$ cat src/rtl/idle_pkg.sv
`default_nettype none
// ============================================================================
// Module   : idle_pkg
// Brief    : Shared state encoding and counter widths for the IDLE sequencer.
// Revision : 1.0 - initial release
// ============================================================================
package idle_pkg;

    localparam int IDLE_DRAIN_W  = 16;
    localparam int IDLE_SETTLE_W = 4;
    localparam int IDLE_CNT_W    = 32;

    typedef enum logic [1:0] {
        IDLE_RUN   = 2'd0,
        IDLE_DRAIN = 2'd1,
        IDLE_SLEEP = 2'd2,
        IDLE_WAKE  = 2'd3
    } idle_state_e;

endpackage : idle_pkg
`default_nettype wire

$ cat src/rtl/idle_cnt.sv
`default_nettype none
// ============================================================================
// Module   : idle_cnt
// Brief    : Loadable up-counter; saturates at all-ones, or wraps when WRAP=1.
// Revision : 1.0 - initial release
// ============================================================================
module idle_cnt #(
    parameter int WIDTH = 16,
    parameter bit WRAP  = 1'b0
) (
    input  logic             clk,
    input  logic             rst,
    input  logic             i_clr,
    input  logic             i_load,
    input  logic [WIDTH-1:0] i_load_val,
    input  logic             i_inc,
    output logic [WIDTH-1:0] o_count
);

    logic [WIDTH-1:0] r_count;
    logic             w_hold;

    generate
        if (WRAP) begin : g_wrap
            assign w_hold = 1'b0;
        end else begin : g_sat
            assign w_hold = &r_count;
        end
    endgenerate

    // Clear beats load beats increment.
    always_ff @(posedge clk) begin
        if (rst) begin
            r_count <= '0;
        end else if (i_clr) begin
            r_count <= '0;
        end else if (i_load) begin
            r_count <= i_load_val;
        end else if (i_inc && !w_hold) begin
            r_count <= r_count + 1'b1;
        end
    end

    assign o_count = r_count;

endmodule : idle_cnt
`default_nettype wire

$ cat src/rtl/idle_ctrl.sv
`default_nettype none
// ============================================================================
// Module   : idle_ctrl
// Brief    : IDLE instruction sequencer: stall fetch, drain, gate the core
//            clock until an interrupt, then restore clock and release fetch.
//            Define IDLE_CTRL_CNT_EN to add the sleep_cycles counter port.
// Revision : 1.0 - initial release
// ============================================================================
module idle_ctrl
    import idle_pkg::*;
#(
    parameter int WAKE_DELAY = 2,
    parameter int DRAIN_MAX  = 255
) (
    input  logic                  aclk,
    input  logic                  reset,
    input  logic                  idle_req,
    input  logic                  pipe_empty,
    input  logic                  bus_busy,
    input  logic                  irq_pending,
    output logic                  stall_fetch,
    output logic                  block_clock,
    output logic                  idle_over,
    output logic                  drain_timeout,
    output logic                  idle_busy
`ifdef IDLE_CTRL_CNT_EN
    ,
    output logic [IDLE_CNT_W-1:0] sleep_cycles
`endif
);

    // Counters start at 0 on entry, so the exit condition is "last count".
    localparam logic [IDLE_DRAIN_W-1:0]  c_drain_last  = IDLE_DRAIN_W'(DRAIN_MAX - 1);
    localparam logic [IDLE_SETTLE_W-1:0] c_settle_last = IDLE_SETTLE_W'(WAKE_DELAY - 1);

    idle_state_e               r_state;
    idle_state_e               w_state_nxt;
    logic                      w_over_nxt;
    logic                      w_to_nxt;

    logic                      r_stall;
    logic                      r_block;
    logic                      r_over;
    logic                      r_to;
    logic                      r_busy;

    logic                      w_drain_clr;
    logic                      w_drain_inc;
    logic                      w_settle_clr;
    logic                      w_settle_inc;
    logic [IDLE_DRAIN_W-1:0]   w_drain_cnt;
    logic [IDLE_SETTLE_W-1:0]  w_settle_cnt;

    assign w_drain_clr  = (r_state == IDLE_RUN) && idle_req;
    assign w_drain_inc  = (r_state == IDLE_DRAIN);
    assign w_settle_clr = (w_state_nxt == IDLE_WAKE) && (r_state != IDLE_WAKE);
    assign w_settle_inc = (r_state == IDLE_WAKE);

    idle_cnt #(
        .WIDTH (IDLE_DRAIN_W),
        .WRAP  (1'b0)
    ) u_drain_cnt (
        .clk        (aclk),
        .rst        (reset),
        .i_clr      (w_drain_clr),
        .i_load     (1'b0),
        .i_load_val ('0),
        .i_inc      (w_drain_inc),
        .o_count    (w_drain_cnt)
    );

    idle_cnt #(
        .WIDTH (IDLE_SETTLE_W),
        .WRAP  (1'b0)
    ) u_settle_cnt (
        .clk        (aclk),
        .rst        (reset),
        .i_clr      (w_settle_clr),
        .i_load     (1'b0),
        .i_load_val ('0),
        .i_inc      (w_settle_inc),
        .o_count    (w_settle_cnt)
    );

    // Interrupt outranks drain completion, which outranks the drain timeout.
    always_comb begin
        w_state_nxt = r_state;
        w_over_nxt  = 1'b0;
        w_to_nxt    = 1'b0;
        case (r_state)
            IDLE_RUN: begin
                if (idle_req) begin
                    w_state_nxt = IDLE_DRAIN;
                end
            end
            IDLE_DRAIN: begin
                if (irq_pending) begin
                    w_state_nxt = IDLE_WAKE;
                    w_over_nxt  = 1'b1;
                end else if (pipe_empty && !bus_busy) begin
                    w_state_nxt = IDLE_SLEEP;
                end else if (w_drain_cnt >= c_drain_last) begin
                    w_state_nxt = IDLE_WAKE;
                    w_to_nxt    = 1'b1;
                end
            end
            IDLE_SLEEP: begin
                if (irq_pending) begin
                    w_state_nxt = IDLE_WAKE;
                    w_over_nxt  = 1'b1;
                end
            end
            IDLE_WAKE: begin
                if (w_settle_cnt >= c_settle_last) begin
                    w_state_nxt = IDLE_RUN;
                end
            end
            default: begin
                w_state_nxt = IDLE_RUN;
            end
        endcase
    end

    // Outputs are decoded from the next state so they line up with it.
    always_ff @(posedge aclk) begin
        if (reset) begin
            r_state <= IDLE_RUN;
            r_stall <= 1'b0;
            r_block <= 1'b0;
            r_over  <= 1'b0;
            r_to    <= 1'b0;
            r_busy  <= 1'b0;
        end else begin
            r_state <= w_state_nxt;
            r_stall <= (w_state_nxt != IDLE_RUN);
            r_block <= (w_state_nxt == IDLE_SLEEP);
            r_over  <= w_over_nxt;
            r_to    <= w_to_nxt;
            r_busy  <= (w_state_nxt != IDLE_RUN);
        end
    end

    assign stall_fetch   = r_stall;
    assign block_clock   = r_block;
    assign idle_over     = r_over;
    assign drain_timeout = r_to;
    assign idle_busy     = r_busy;

`ifdef IDLE_CTRL_CNT_EN
    idle_cnt #(
        .WIDTH (IDLE_CNT_W),
        .WRAP  (1'b1)
    ) u_sleep_cnt (
        .clk        (aclk),
        .rst        (reset),
        .i_clr      (1'b0),
        .i_load     (1'b0),
        .i_load_val ('0),
        .i_inc      (r_state == IDLE_SLEEP),
        .o_count    (sleep_cycles)
    );
`endif

endmodule : idle_ctrl
`default_nettype wire

$ cat config.mk
export PLATFORM = sky130hd
export DESIGN_NAME = idle_ctrl
export DESIGN_NICKNAME = d
export VERILOG_FILES = /design/src/rtl/idle_pkg.sv /design/src/rtl/idle_cnt.sv /design/src/rtl/idle_ctrl.sv
export SDC_FILE = /design/constraint.sdc
export NUM_CORES = 1
export LEC_CHECK = 0
export ABC_CLOCK_PERIOD_IN_PS = 2520
export CORE_AREA = 4 4 62 78
export CTS_CLUSTER_DIAMETER = 40
export DETAILED_ROUTE_END_ITERATION = 7
export DIE_AREA = 0 0 66 82
export HOLD_SLACK_MARGIN = 0.03
export SLEW_MARGIN = 40
export SYNTH_ARGS = -nofsm -noshare
export SYNTH_HDL_FRONTEND = slang
export SYNTH_HIERARCHICAL = 1
export SYNTH_SLANG_ARGS = --single-unit
$ cat constraint.sdc
create_clock -name aclk -period 2.52 [get_ports aclk]
set_clock_uncertainty 0.2 [all_clocks]
set_input_delay 0.504 -clock aclk [delete_from_list [all_inputs] [get_ports aclk]]
set_output_delay 0.504 -clock aclk [all_outputs]
set_load 0.005 [all_outputs]
Yosys cells after proc, flatten, opt, wreduce, memory -nomap -nowiden
Index checks and enable logic that the tools add are counted.
{ "totals": {"reg_bits": 26, "out_inout_bits": 5, "wordCells": 45} }
{ "op_classes": {"reduce_logical": 17, "addsub": 2, "n_eq_ne": 6, "mux": 9, "bitwise": 2, "n_lt_le_gt_ge": 2} }
{ "ops": {"columns": ["op", "n"], "rows": [
  ["$add 16x1->16 const B", 1],
  ["$ge 16x8->1 const B", 1],
  ["$reduce_and 16->1", 1],
  ["$mux 2", 6],
  ["$eq 2x2->1 const B", 4],
  ["$pmux 2 s4", 1],
  ["$reduce_or 2->1", 4],
  ["$logic_and 1x1->1", 5],
  ["$add 4x1->4 const B", 1],
  ["$ge 4x1->1 const B", 1],
  ["$reduce_and 4->1", 1],
  ["$reduce_or 4->1", 1],
  ["$logic_not 1->1", 3],
  ["$eq 2x1->1 const B", 1],
  ["$logic_not 2->1", 1],
  ["$mux 1", 2],
  ["$ne 2x2->1 const B", 1],
  ["$not 1->1", 2],
  ["$reduce_bool 2->1", 1]
]} }

Longest topological paths before layout
{ "depth": {"word_depth": 8, "mapped_depth": 10, "depth_no_buf": 10} }

By module
The synthesis kept the hierarchy.
{ "by_module_without_submodules": {"columns": ["mod", "area_per_inst_um2", "cells_each", "instances"], "rows": [
  ["idle_cnt at u_drain_cnt", 1076.0, 134, 1],
  ["idle_ctrl", 416.6, 47, 1],
  ["idle_cnt at u_settle_cnt", 229.0, 28, 1]
]} }

Worst setup path after synthesis
No wires, ideal clock.
{ "synth_path": {"path_kind": "register to register", "startpoint": "register r_state[0]", "endpoint": "register u_settle_cnt.r_count[1], in the netlist u_settle_cnt/o_count[1]", "setup_slack_ns": 0.416, "stages_incl_launch_ff": 11, "synth_period_minus_slack_ns": 2.104, "setup_ns": 0.080, "n_path_buf": 0, "arrival_ns": 1.824, "t_required_ns": 2.240, "cell_sequence": "dfxtp_1 -> inv_1 -> ha_1 -> or2_1 -> a21oi_2 -> nand3_1 -> a21oi_2 -> nor3_1 -> nor2_1 -> o21ai_0 -> nor3b_1"} }
{ "synth_via": {"elab_chain_len": 7, "elab_cells_between_ends": 16, "cone_classes": "5 x eq/ne; 7 x mux; 4 x reduce/logical"} }
{ "synth_rtl": {"columns": ["item", "line_no", "text"], "rows": [
  ["from (decl)", "idle_ctrl.sv:36", "idle_state_e r_state;"],
  ["from (signal assigned)", "idle_ctrl.sv:134", "r_state <= w_state_nxt;"],
  ["$mux 2", "idle_ctrl.sv:102", "end else if (w_drain_cnt >= c_drain_last) begin"],
  ["$mux 2", "idle_ctrl.sv:100", "end else if (pipe_empty && !bus_busy) begin"],
  ["$mux 2", "idle_ctrl.sv:97", "if (irq_pending) begin"],
  ["$pmux 2 s4", "idle_ctrl.sv:90", "case (r_state)"],
  ["$eq 2x2->1", "idle_ctrl.sv:56", "assign w_settle_clr = (w_state_nxt == IDLE_WAKE) && (r_state != IDLE_WAKE);"],
  ["$logic_and 1x1->1 *", "idle_ctrl.sv:56", null],
  ["via w_settle_clr", "idle_ctrl.sv:49", "logic w_settle_clr;"],
  ["$reduce_or 2->1 (no source line) *", null, null],
  ["to (signal assigned)", "idle_cnt.sv:38", "r_count <= i_load_val;"],
  ["to (signal assigned)", "idle_cnt.sv:40", "r_count <= r_count + 1'b1;"],
  ["to (decl)", "idle_cnt.sv:20", "logic [WIDTH-1:0] r_count;"]
]} }
The timed path passes the listed nets; every way through them passes the cells marked *.
A chain may end at the register's enable or synchronous reset.

Worst setup path after layout
{ "layout_path": {"startpoint": "register r_state[1]", "endpoint": "register u_settle_cnt.r_count[3], in the netlist u_settle_cnt/o_count[3]"} }
{ "layout_via": {"elab_cells_between_ends": 16, "cone_classes": "5 x eq/ne; 7 x mux; 4 x reduce/logical"} }
{ "layout_lines": {"columns": ["item", "line_no", "text"], "rows": [
  ["$eq 2x1->1", null, null],
  ["via w_drain_inc", "idle_ctrl.sv:48", "logic w_drain_inc;"],
  ["$pmux 2 s4", "idle_ctrl.sv:90", null],
  ["$eq 2x2->1", "idle_ctrl.sv:56", null],
  ["$logic_and 1x1->1", "idle_ctrl.sv:56", null],
  ["via w_settle_clr", "idle_ctrl.sv:49", null],
  ["$reduce_or 2->1 (no source line)", null, null]
]} }
The timed path passes the listed nets, and every way through them passes these cells.

==> metrics.yaml <==
post_cts_resized: 0
ir_drop_uv: 319
path_class: "flop to flop"
port-buffer-count: 10
drv_cap: 0
detail-route-antenna-nets: 0
clk_pin_slew_ns: 0.09
ctsHoldBuffers: 0
max_freq_mhz: 445
fin_tns_setup_ns: 0
io_pins: 11
synth_top_flop_cell: "dfxtp_1"
wirelength_microns: 3910
start_util_pct: 42.3
regToRegSetupSlack_ns: 0.27
power.leakage_nw: 0.737
crit_chain: "inv_1 > ha_1 > or2_1 > a21oi_2 > nand3_1 > a21oi_2 > nor3_1 > nor2_1 > o21ai_0 > a211oi_1"
numCtsBuffers: 3
start_kind: "flop"
fin_crit_ns: 2.25
crit_top_cell: "a21oi_2"
grt_max_degree: 20
worstSkewPairLatency_ns: 0.27
synthDistinctLibCells: 58
num_antenna_cells: 0
die_h_microns: 82
worst-path-buf-inv: 1
drive_gt1_share_pct: 11.3
post-route-period-util_pct: 89.2
cp_data_arrival_time_ns: 2.24
max_slew_margin_pct: 65.8
route.detailed.drc: 0
synthArstFlopShare_pct: 0
row_count: 26
mostFrequentLayoutCell: "dfxtp_1"
seq_area_frac_synth_pct: 30.2
viasPerCell: 5.58
synthCells: 209
tightest_slew_ns: 0.510
dieArea_sq_um: 5410
cts.path.max_buffers: 2
htreeDepth: 1
grt_pass1_vias: 1530
path_delay_family: "simple AND/OR/NAND/NOR gates"
rsz0062_at_grt: "false"
avgSynthCellArea_sq_um: 8.24
ys_ff_latch: 26
status: "finished clean"
cts_root_buf: "clkbuf_8"
finalHoldViolCount: 0
globalplace.congestion: 0.819
worstPathRequired_ns: 2.51
drv_slew: 0
max_stage_delay_ns: 0.41
wl_per_cell_microns: 13.2
hp-class: "flop to flop"
grt_pass1_wl_microns: 6910
grt_usage_pct: 16.3
grt_overflow: 0
cts_setup_buffers: 0
synth-edff-count: 0
crit_fanout: 5
drt-pass1-iter-count: 5
antenna_found_initial: 0
crit_path_end_kind: "flop"
cts_sinks: 26
p_per_area_nw_per_um2: 582
drt_iter0_markers: 93
vias: 1653
synth_area_sq_um: 1720
syn2layout_area_growth_pct: 17.1
setup_viol: 0
coreArea_sq_um: 4070
cts_tree: "built"
layout.nets: 255
fp.dieW_microns: 66
hpwl_microns: 2890
final_cell_mix: "dfxtp_1, conb_1, nand2_1"
crit_path_top_delay_cell: "dfxtp_1"
finish.utilization_pct: 49.6
yosys_warnings: 6
## worst reg2reg max path, delay by kind of cell (launching register included)
family                     cells  cell delay, ns
AOI/OAI and AO/OA              4            0.63
adders and majority gates      1            0.20
buffers and inverters          1            0.10
and+or+nand+nor                4            0.63
DFF                            1            0.41
## sequential cells by signal (all words and copies together) (netlist names)
name                  count
block_clock               1
drain_timeout             1
idle_busy                 1
idle_over                 1
r_state                   2
u_drain_cnt/o_count      16
u_settle_cnt/o_count      4
## worst paths after layout
kind | start | end | cells past startpoint
worst min register to register | u_drain_cnt/o_count[15] | u_drain_cnt/o_count[15] | 2
worst min-delay path | u_drain_cnt/o_count[15] | u_drain_cnt/o_count[15] | 2
worst max-delay path | r_state[1] | u_settle_cnt/o_count[3] | 10
worst max register to register | r_state[1] | u_settle_cnt/o_count[3] | 10
## cell type report
type / count / area (sq um)
tap: 56 / 70.1
timing repair buffer: 18 / 160
clock buffer: 3 / 41.3
multi-input combinational: 185 / 1190
inverter: 8 / 30.0
sequential: 26 / 520
fill: 385 / 2050
## per-stage QoR
step	hold slack, ns	instance area (sq um)	power (W)	setup WS [ns]	cells
floorplan	0.296	1800	0.000798	0.416	231
global placement	0.327	1970	0.000941	0.0921	293
detailed placement	0.331	1970	0.000938	0.0551	293
CTS	0.344	2020	0.00118	0.243	296
global route	0.388	2020	0.00126	0.0502	296
finish	0.346	2020	0.00117	0.273	296
## Yosys cell counts, types with 3 or more instances
cell type	instances	area [sq um]
nor4_1	7	43.8
and4_4	3	33.8
o21ai_0	12	60.1
nand2b_1	5	31.3
a21oi_1	6	30.0
ha_1	7	87.6
nor2_1	12	45.0
clkbuf_1	7	26.3
nand4_1	10	62.6
dfxtp_1	26	521
or4_1	3	22.5
inv_1	7	26.3
a31oi_1	7	43.8
nand2_1	13	48.8
buf_2	3	15.0
o311a_1	3	30.0
nor3_1	7	35.0
nor4b_1	3	26.3
nand3_1	12	60.1
and3_1	5	31.3
o31ai_1	3	22.5
a211oi_1	3	22.5
## routing by layer
metal | track usage (%) | part of all wire, %
met1 | 18.6 | 45
met2 | 30.2 | 50
met3 | 2.46 | 2.9
met4 | 6.30 | 1.6
met5 | 0 | 0
## cell families (layout without fill, tap and decap cells)
kind of cell / Yosys count / count (layout) / share of synthesized area (%)
simple gates: 99 / 99 / 35.6
compound gates: 56 / 56 / 23.6
flops: 26 / 26 / 30.2
buf+inv: 20 / 29 / 5.23
fa+ha+maj: 7 / 7 / 5.09
other cells: 1 / 23 / 0.218
## where the power goes
part,switching (W),internal (W)
Sequential,0.0000595,0.000466
Clock,0.000132,0.000107
Combinational,0.000208,0.000200
(Power assumes the default switching activity.)
